<file path="src/rtl/pipe_stall_ctrl_if.sv">
// Stall-controller bundle: hazard/redirect/memory/halt inputs and
// per-stage enable, flush, bubble and counter outputs.
interface pipe_stall_ctrl_if #(
    parameter int CNT_W = 16
);
    logic             data_hazard_check;
    logic             ex_redirect;
    logic             dmem_req;
    logic             dmem_ready;
    logic             halt_req;
    logic             pc_write;
    logic             ifid_write;
    logic             ifid_flush;
    logic             idex_bubble;
    logic             exmem_write;
    logic             memwb_write;
    logic             halted;
    logic [CNT_W-1:0] stall_cnt;
    logic [CNT_W-1:0] flush_cnt;

    modport master (
        output data_hazard_check,
        output ex_redirect,
        output dmem_req,
        output dmem_ready,
        output halt_req,
        input  pc_write,
        input  ifid_write,
        input  ifid_flush,
        input  idex_bubble,
        input  exmem_write,
        input  memwb_write,
        input  halted,
        input  stall_cnt,
        input  flush_cnt
    );

    modport slave (
        input  data_hazard_check,
        input  ex_redirect,
        input  dmem_req,
        input  dmem_ready,
        input  halt_req,
        output pc_write,
        output ifid_write,
        output ifid_flush,
        output idex_bubble,
        output exmem_write,
        output memwb_write,
        output halted,
        output stall_cnt,
        output flush_cnt
    );
endinterface

</file>
<file path="src/rtl/pipe_stall_ctrl.sv">
// Central stall/flush/halt sequencer for the 5-stage pipeline with
// saturating stall and redirect counters.
module pipe_stall_ctrl #(
    parameter int BR_PENALTY = 1,
    parameter int CNT_W      = 16
) (
    input  logic             CLK,
    input  logic             RSTn,
    pipe_stall_ctrl_if.slave bus
);

    typedef enum logic [1:0] {
        RUN,
        MEM_WAIT,
        SQUASH,
        HALT
    } state_e;

    localparam logic [CNT_W-1:0] CNT_MAX = '1;
    localparam logic [2:0]       SQ_INIT = 3'(BR_PENALTY - 1);

    state_e           state_q, state_d;
    logic [2:0]       sq_cnt_q, sq_cnt_d;
    logic [CNT_W-1:0] stall_cnt_q, stall_cnt_d;
    logic [CNT_W-1:0] flush_cnt_q, flush_cnt_d;

    logic pc_w;
    logic ifid_w;
    logic ifid_fl;
    logic bub;
    logic exmem_w;
    logic memwb_w;
    logic hlt;
    logic freeze;
    logic redir_acc;
    logic mem_stall;

    assign mem_stall = bus.dmem_req & ~bus.dmem_ready;

    always_comb begin
        pc_w      = 1'b1;
        ifid_w    = 1'b1;
        ifid_fl   = 1'b0;
        bub       = 1'b0;
        exmem_w   = 1'b1;
        memwb_w   = 1'b1;
        hlt       = 1'b0;
        freeze    = 1'b0;
        redir_acc = 1'b0;
        state_d   = state_q;
        sq_cnt_d  = sq_cnt_q;

        unique case (state_q)
            RUN: begin
                if (bus.halt_req) begin
                    freeze  = 1'b1;
                    state_d = HALT;
                end else if (mem_stall) begin
                    freeze  = 1'b1;
                    state_d = MEM_WAIT;
                end else if (bus.ex_redirect) begin
                    ifid_fl   = 1'b1;
                    bub       = 1'b1;
                    redir_acc = 1'b1;
                    if (BR_PENALTY > 1) begin
                        state_d  = SQUASH;
                        sq_cnt_d = SQ_INIT;
                    end
                end else if (bus.data_hazard_check) begin
                    pc_w   = 1'b0;
                    ifid_w = 1'b0;
                    bub    = 1'b1;
                end
            end

            // Redirect/hazard sources are frozen here; they are
            // re-examined in the first RUN cycle after the wait.
            MEM_WAIT: begin
                if (bus.halt_req) begin
                    freeze  = 1'b1;
                    state_d = HALT;
                end else if (bus.dmem_ready) begin
                    state_d = RUN;
                end else begin
                    freeze = 1'b1;
                end
            end

            SQUASH: begin
                ifid_fl = 1'b1;
                bub     = 1'b1;
                if (bus.halt_req) begin
                    freeze  = 1'b1;
                    state_d = HALT;
                end else if (mem_stall) begin
                    freeze = 1'b1;
                end else begin
                    sq_cnt_d = sq_cnt_q - 3'd1;
                    if (sq_cnt_q == 3'd1) begin
                        state_d = RUN;
                    end
                end
            end

            HALT: begin
                freeze = 1'b1;
                hlt    = 1'b1;
            end

            default: begin
                state_d = RUN;
            end
        endcase

        if (freeze) begin
            pc_w    = 1'b0;
            ifid_w  = 1'b0;
            exmem_w = 1'b0;
            memwb_w = 1'b0;
        end
    end

    always_comb begin
        stall_cnt_d = stall_cnt_q;
        flush_cnt_d = flush_cnt_q;
        if (state_q != HALT && !pc_w && stall_cnt_q != CNT_MAX) begin
            stall_cnt_d = stall_cnt_q + CNT_W'(1);
        end
        if (redir_acc && flush_cnt_q != CNT_MAX) begin
            flush_cnt_d = flush_cnt_q + CNT_W'(1);
        end
    end

    always_ff @(posedge CLK or negedge RSTn) begin
        if (!RSTn) begin
            state_q     <= RUN;
            sq_cnt_q    <= 3'd0;
            stall_cnt_q <= '0;
            flush_cnt_q <= '0;
        end else begin
            state_q     <= state_d;
            sq_cnt_q    <= sq_cnt_d;
            stall_cnt_q <= stall_cnt_d;
            flush_cnt_q <= flush_cnt_d;
        end
    end

    // Every control is forced low while reset is held.
    assign bus.pc_write    = RSTn & pc_w;
    assign bus.ifid_write  = RSTn & ifid_w;
    assign bus.ifid_flush  = RSTn & ifid_fl;
    assign bus.idex_bubble = RSTn & bub;
    assign bus.exmem_write = RSTn & exmem_w;
    assign bus.memwb_write = RSTn & memwb_w;
    assign bus.halted      = RSTn & hlt;
    assign bus.stall_cnt   = stall_cnt_q;
    assign bus.flush_cnt   = flush_cnt_q;

endmodule

</file>
<file path="src/flat_wrapper.sv">
// flat-port wrapper written by rule: the top's interface ports become plain ports
module pipe_stall_ctrl_flat 
#(
    parameter int BR_PENALTY = 1,
    parameter int CNT_W      = 16
)
  (CLK, RSTn, bus_data_hazard_check, bus_ex_redirect, bus_dmem_req, bus_dmem_ready, bus_halt_req, bus_pc_write, bus_ifid_write, bus_ifid_flush, bus_idex_bubble, bus_exmem_write, bus_memwb_write, bus_halted, bus_stall_cnt, bus_flush_cnt);
  pipe_stall_ctrl_if #(.CNT_W(CNT_W)) bus_i ();
  input  logic CLK;
  input  logic RSTn;
  input wire logic [$bits(bus_i.data_hazard_check)-1:0] bus_data_hazard_check;
  input wire logic [$bits(bus_i.ex_redirect)-1:0] bus_ex_redirect;
  input wire logic [$bits(bus_i.dmem_req)-1:0] bus_dmem_req;
  input wire logic [$bits(bus_i.dmem_ready)-1:0] bus_dmem_ready;
  input wire logic [$bits(bus_i.halt_req)-1:0] bus_halt_req;
  output wire logic [$bits(bus_i.pc_write)-1:0] bus_pc_write;
  output wire logic [$bits(bus_i.ifid_write)-1:0] bus_ifid_write;
  output wire logic [$bits(bus_i.ifid_flush)-1:0] bus_ifid_flush;
  output wire logic [$bits(bus_i.idex_bubble)-1:0] bus_idex_bubble;
  output wire logic [$bits(bus_i.exmem_write)-1:0] bus_exmem_write;
  output wire logic [$bits(bus_i.memwb_write)-1:0] bus_memwb_write;
  output wire logic [$bits(bus_i.halted)-1:0] bus_halted;
  output wire logic [$bits(bus_i.stall_cnt)-1:0] bus_stall_cnt;
  output wire logic [$bits(bus_i.flush_cnt)-1:0] bus_flush_cnt;
  assign bus_i.data_hazard_check = bus_data_hazard_check;
  assign bus_i.ex_redirect = bus_ex_redirect;
  assign bus_i.dmem_req = bus_dmem_req;
  assign bus_i.dmem_ready = bus_dmem_ready;
  assign bus_i.halt_req = bus_halt_req;
  assign bus_pc_write = bus_i.pc_write;
  assign bus_ifid_write = bus_i.ifid_write;
  assign bus_ifid_flush = bus_i.ifid_flush;
  assign bus_idex_bubble = bus_i.idex_bubble;
  assign bus_exmem_write = bus_i.exmem_write;
  assign bus_memwb_write = bus_i.memwb_write;
  assign bus_halted = bus_i.halted;
  assign bus_stall_cnt = bus_i.stall_cnt;
  assign bus_flush_cnt = bus_i.flush_cnt;
  pipe_stall_ctrl #(.BR_PENALTY(BR_PENALTY), .CNT_W(CNT_W)) u_core (.CLK(CLK), .RSTn(RSTn), .bus(bus_i));
endmodule
</file>
<file path="config.mk">
export PLATFORM = sky130hd
export DESIGN_NAME = pipe_stall_ctrl_flat
export DESIGN_NICKNAME = d
export VERILOG_FILES = /design/src/rtl/pipe_stall_ctrl_if.sv /design/src/rtl/pipe_stall_ctrl.sv /design/src/flat_wrapper.sv
export SDC_FILE = /design/constraint.sdc
export NUM_CORES = 1
export LEC_CHECK = 0
export CAP_MARGIN = 10
export CORE_MARGIN = 2
export CORE_UTILIZATION = 50
export DETAILED_ROUTE_END_ITERATION = 6
export GPL_ROUTABILITY_DRIVEN = 0
export HOLD_SLACK_MARGIN = 0.03
export PLACE_DENSITY = 0.8
export SYNTH_ARGS = -nofsm -noshare
export SYNTH_HDL_FRONTEND = slang
export SYNTH_SLANG_ARGS = --single-unit
</file>
<file path="constraint.sdc">
create_clock -name CLK -period 2.48 [get_ports CLK]
set_input_delay 0.248 -clock CLK [delete_from_list [all_inputs] [get_ports CLK]]
set_output_delay 0.248 -clock CLK [all_outputs]
set_load 0.02 [all_outputs]
</file>
==> impl_metrics.py <==
metrics = {
    "power": {
        "power_uw": 2024,
        "leakagePower_uw": 0.001146,
        "ir_drop_v": 0.0006021,
        "power.density_nw_per_um2": 771.7,
    },
    "job": {
        "drv_cap": 0,
    },
    "yosys": {
        "async_reset_ff_share_pct": 100.0,
        "synth_edf_count": 0,
        "yosysUniqueCellTypes": 42,
        "ys_seq_area_share_pct": 46.54,
        "ys_warn_count": 0,
        "synth_ff_type": "dfrtp_1",
        "synth_area_um2": 1989,
        "synth.net_count": 202,
        "avgSynthCellArea_um2": 10.70,
        "postSynthCellCount": 186,
        "ys_ff_latch": 37,
    },
    "die": {
        "die_w_um": 67.08,
        "die_area_um2": 4499,
        "io_pins": 46,
        "core_um2": 3744,
        "die_height_um": 67.08,
        "initial_utilization_pct": 53.14,
        "rows": 22,
    },
    "clock_tree": {
        "cts.clk_slew.worst_paths_ns": 0.07,
        "cts_tree": "done",
        "root_buffer": "clkbuf_8",
        "cts_max_path_buffers": 2,
        "clock_sinks": 37,
        "clock_latency_ns": 0.29,
        "cts_htree_levels": 2,
        "numCtsBuffers": 5,
    },
    "worst_setup_path": {
        "cp-startpoint": "RSTn",
        "cp_max_fo": 38,
        "rr_startpoint": "u_core.state_q[1]$_DFFE_PN0P_",
        "rr_worst_depth": 7,
        "r2r-end": "u_core.bus.stall_cnt[14]$_DFFE_PN0P_",
        "crit_type": "input pin to primary output",
        "r2r_slack_ns": 0.25,
        "cp-end-kind": "primary output",
        "cp-start-kind": "input pin",
        "required_ns": 2.23,
        "arrival_ns": 2.07,
    },
    "finish": {
        "design_area_um2": 2623,
        "drive_above_1_share_pct": 13.58,
        "layout_common_cells": "clkdlybuf4s50_1 (40), dfrtp_1 (37), xnor2_1 (22)",
        "layout_commonest_cell": "clkdlybuf4s50_1",
        "nNetsFinal": 258,
        "antennaDiodeCount": 0,
        "area_growth_pct": 31.82,
        "instances_no_fill": 291,
    },
    "sta": {
        "slew_headroom_pct": 66.78,
        "fmax_mhz": 431.1,
        "maxSlewViolCount": 0,
        "hold_viol_final": 0,
        "rsz0062_at_grt": "false",
        "fin_tns_setup_ns": 0,
        "finClkSkew_ns": 0.005444,
        "final-setup-viol-count": 0,
        "tightest_slew_ns": 0.4983,
        "post-route-period-util_pct": 93.53,
        "fin_crit_ns": 2.320,
    },
    "global_routing": {
        "grt_pass1_vias": 1573,
        "grt.total_usage_pct": 20.11,
        "grt_max_degree": 39,
        "gr-total-overflow": 0,
        "antenna_found_initial": 0,
        "grt_pass1_wl_mm": 6.879,
    },
    "min_path": {
        "whs_endpoint": "u_core.sq_cnt_q[2]$_DFFE_PN0P_",
        "holdCritStartpoint": "u_core.sq_cnt_q[2]$_DFFE_PN0P_",
        "min_path_cells": 1,
        "hold_path_class": "register to register",
    },
    "route": {
        "post_drt_wl_per_cell_um": 13.35,
        "drtIter0Drc": 114,
        "viasPerCell": 5.289,
        "wirelength_mm": 3.886,
        "firstDrtPassIters": 4,
        "vias": 1539,
        "drc_errors": 0,
        "ant_nets": 0,
    },
    "place": {
        "dp.cells": 282,
        "dpl.hpwl_mm": 2.838,
        "placed_area_um2": 2539,
        "io_buffers": 45,
    },
    "run_status": {
        "status": "finished clean",
    },
}
[registers in the layout (all words and copies together) (netlist names)]
register / flops
u_core.state_q: 2
u_core.bus.flush_cnt: 16
u_core.bus.stall_cnt: 16
u_core.sq_cnt_q: 3
[cell usage after synthesis, types with 2 or more instances]
cell / instances / area share (%)
and2_1: 3 / 0.94
and3_1: 2 / 0.63
and4_1: 2 / 0.88
buf_4: 2 / 0.75
dfrtp_1: 37 / 47
ha_1: 9 / 5.7
inv_1: 12 / 2.3
mux2_2: 6 / 3.4
nand2_1: 15 / 2.8
nand2b_1: 3 / 0.94
nand3_1: 12 / 3.0
nand4_1: 11 / 3.5
nor2_1: 13 / 2.5
nor3_1: 2 / 0.50
nor4_2: 2 / 1.3
o21ai_0: 3 / 0.75
xnor2_1: 22 / 9.7
xor2_1: 6 / 2.6
[worst max-delay path by stage]
stage	end	slack [ns]
2_1_floorplan	bus_pc_write	0.13
3_5_place_dp	bus_pc_write	0.05
3_3_place_gp	bus_ifid_write	0.11
5_1_grt	bus_halted	0.02
4_1_cts	bus_pc_write	0.04
6_report	bus_halted	0.16
[cells by family (layout without fill, tap and decap cells)]
logic type               Yosys count  in the layout  synth area share, %
flip-flops                        37             37                46.54
multiplexers                       6              6                3.396
XOR/XNOR                          28             28                12.33
adder cells (fa/ha/maj)            9              9                5.660
AND/OR/NAND/NOR                   76             76                22.77
AO/OA/AOI/OAI                     15             15                6.038
buffers and inverters             15             72                3.270
[what timing repair did]
action                     in CTS  in global routing
setup endpoints to repair       4                  2
gates resized for setup         4                  4
buffers inserted                0                  0
hold buffers                    1                  0
hold endpoints to repair       21                  0
[through the flow]
step	util (%)	hold WS, ns	worst slack [ns]
finish	70.05	0.4692	0.1605
global route	70.05	0.5154	0.02315
CTS	70.25	0.4750	0.04299
detailed placement	67.81	0.3382	0.05395
global placement	67.81	0.3355	0.1141
floorplan	-	-0.04759	0.1311
[routing by layer]
metal	vias up	part of all wire, %	track usage, %	routed length (µm)
met3	4	5.8	5.912	225
li1	762	-	-	-
met5	-	0	0	0
met1	736	48	26.41	1850
met4	0	0.72	6.122	28
met2	37	46	31.93	1783
[critical path, stage by stage]
cell and delay, ns:
dlygate4sd3_1 0.52, buf_2 0.11, buf_4 0.40, and2_1 0.19, clkdlybuf4s50_1 0.59
[where the power goes]
part / switching [µW] / internal (µW) / total [µW] / leakage (µW)
clock network: 215 / 194 / 408 / 0.0000439
registers: 128 / 719 / 847 / 0.000484
logic: 390 / 378 / 768 / 0.000618
[area by class of cell]
type                            instances  area (µm²)
Clock buffer                            5       68.82
Sequential cell                        37       925.9
Tap cell                               48       60.06
Timing Repair Buffer                   52       488.0
Clock inverter                          3       17.52
Inverter                               12       45.04
Multi-Input combinational cell        134        1017
Fill cell                             295        1121
Note: power is estimated with default switching activity, not from simulation.
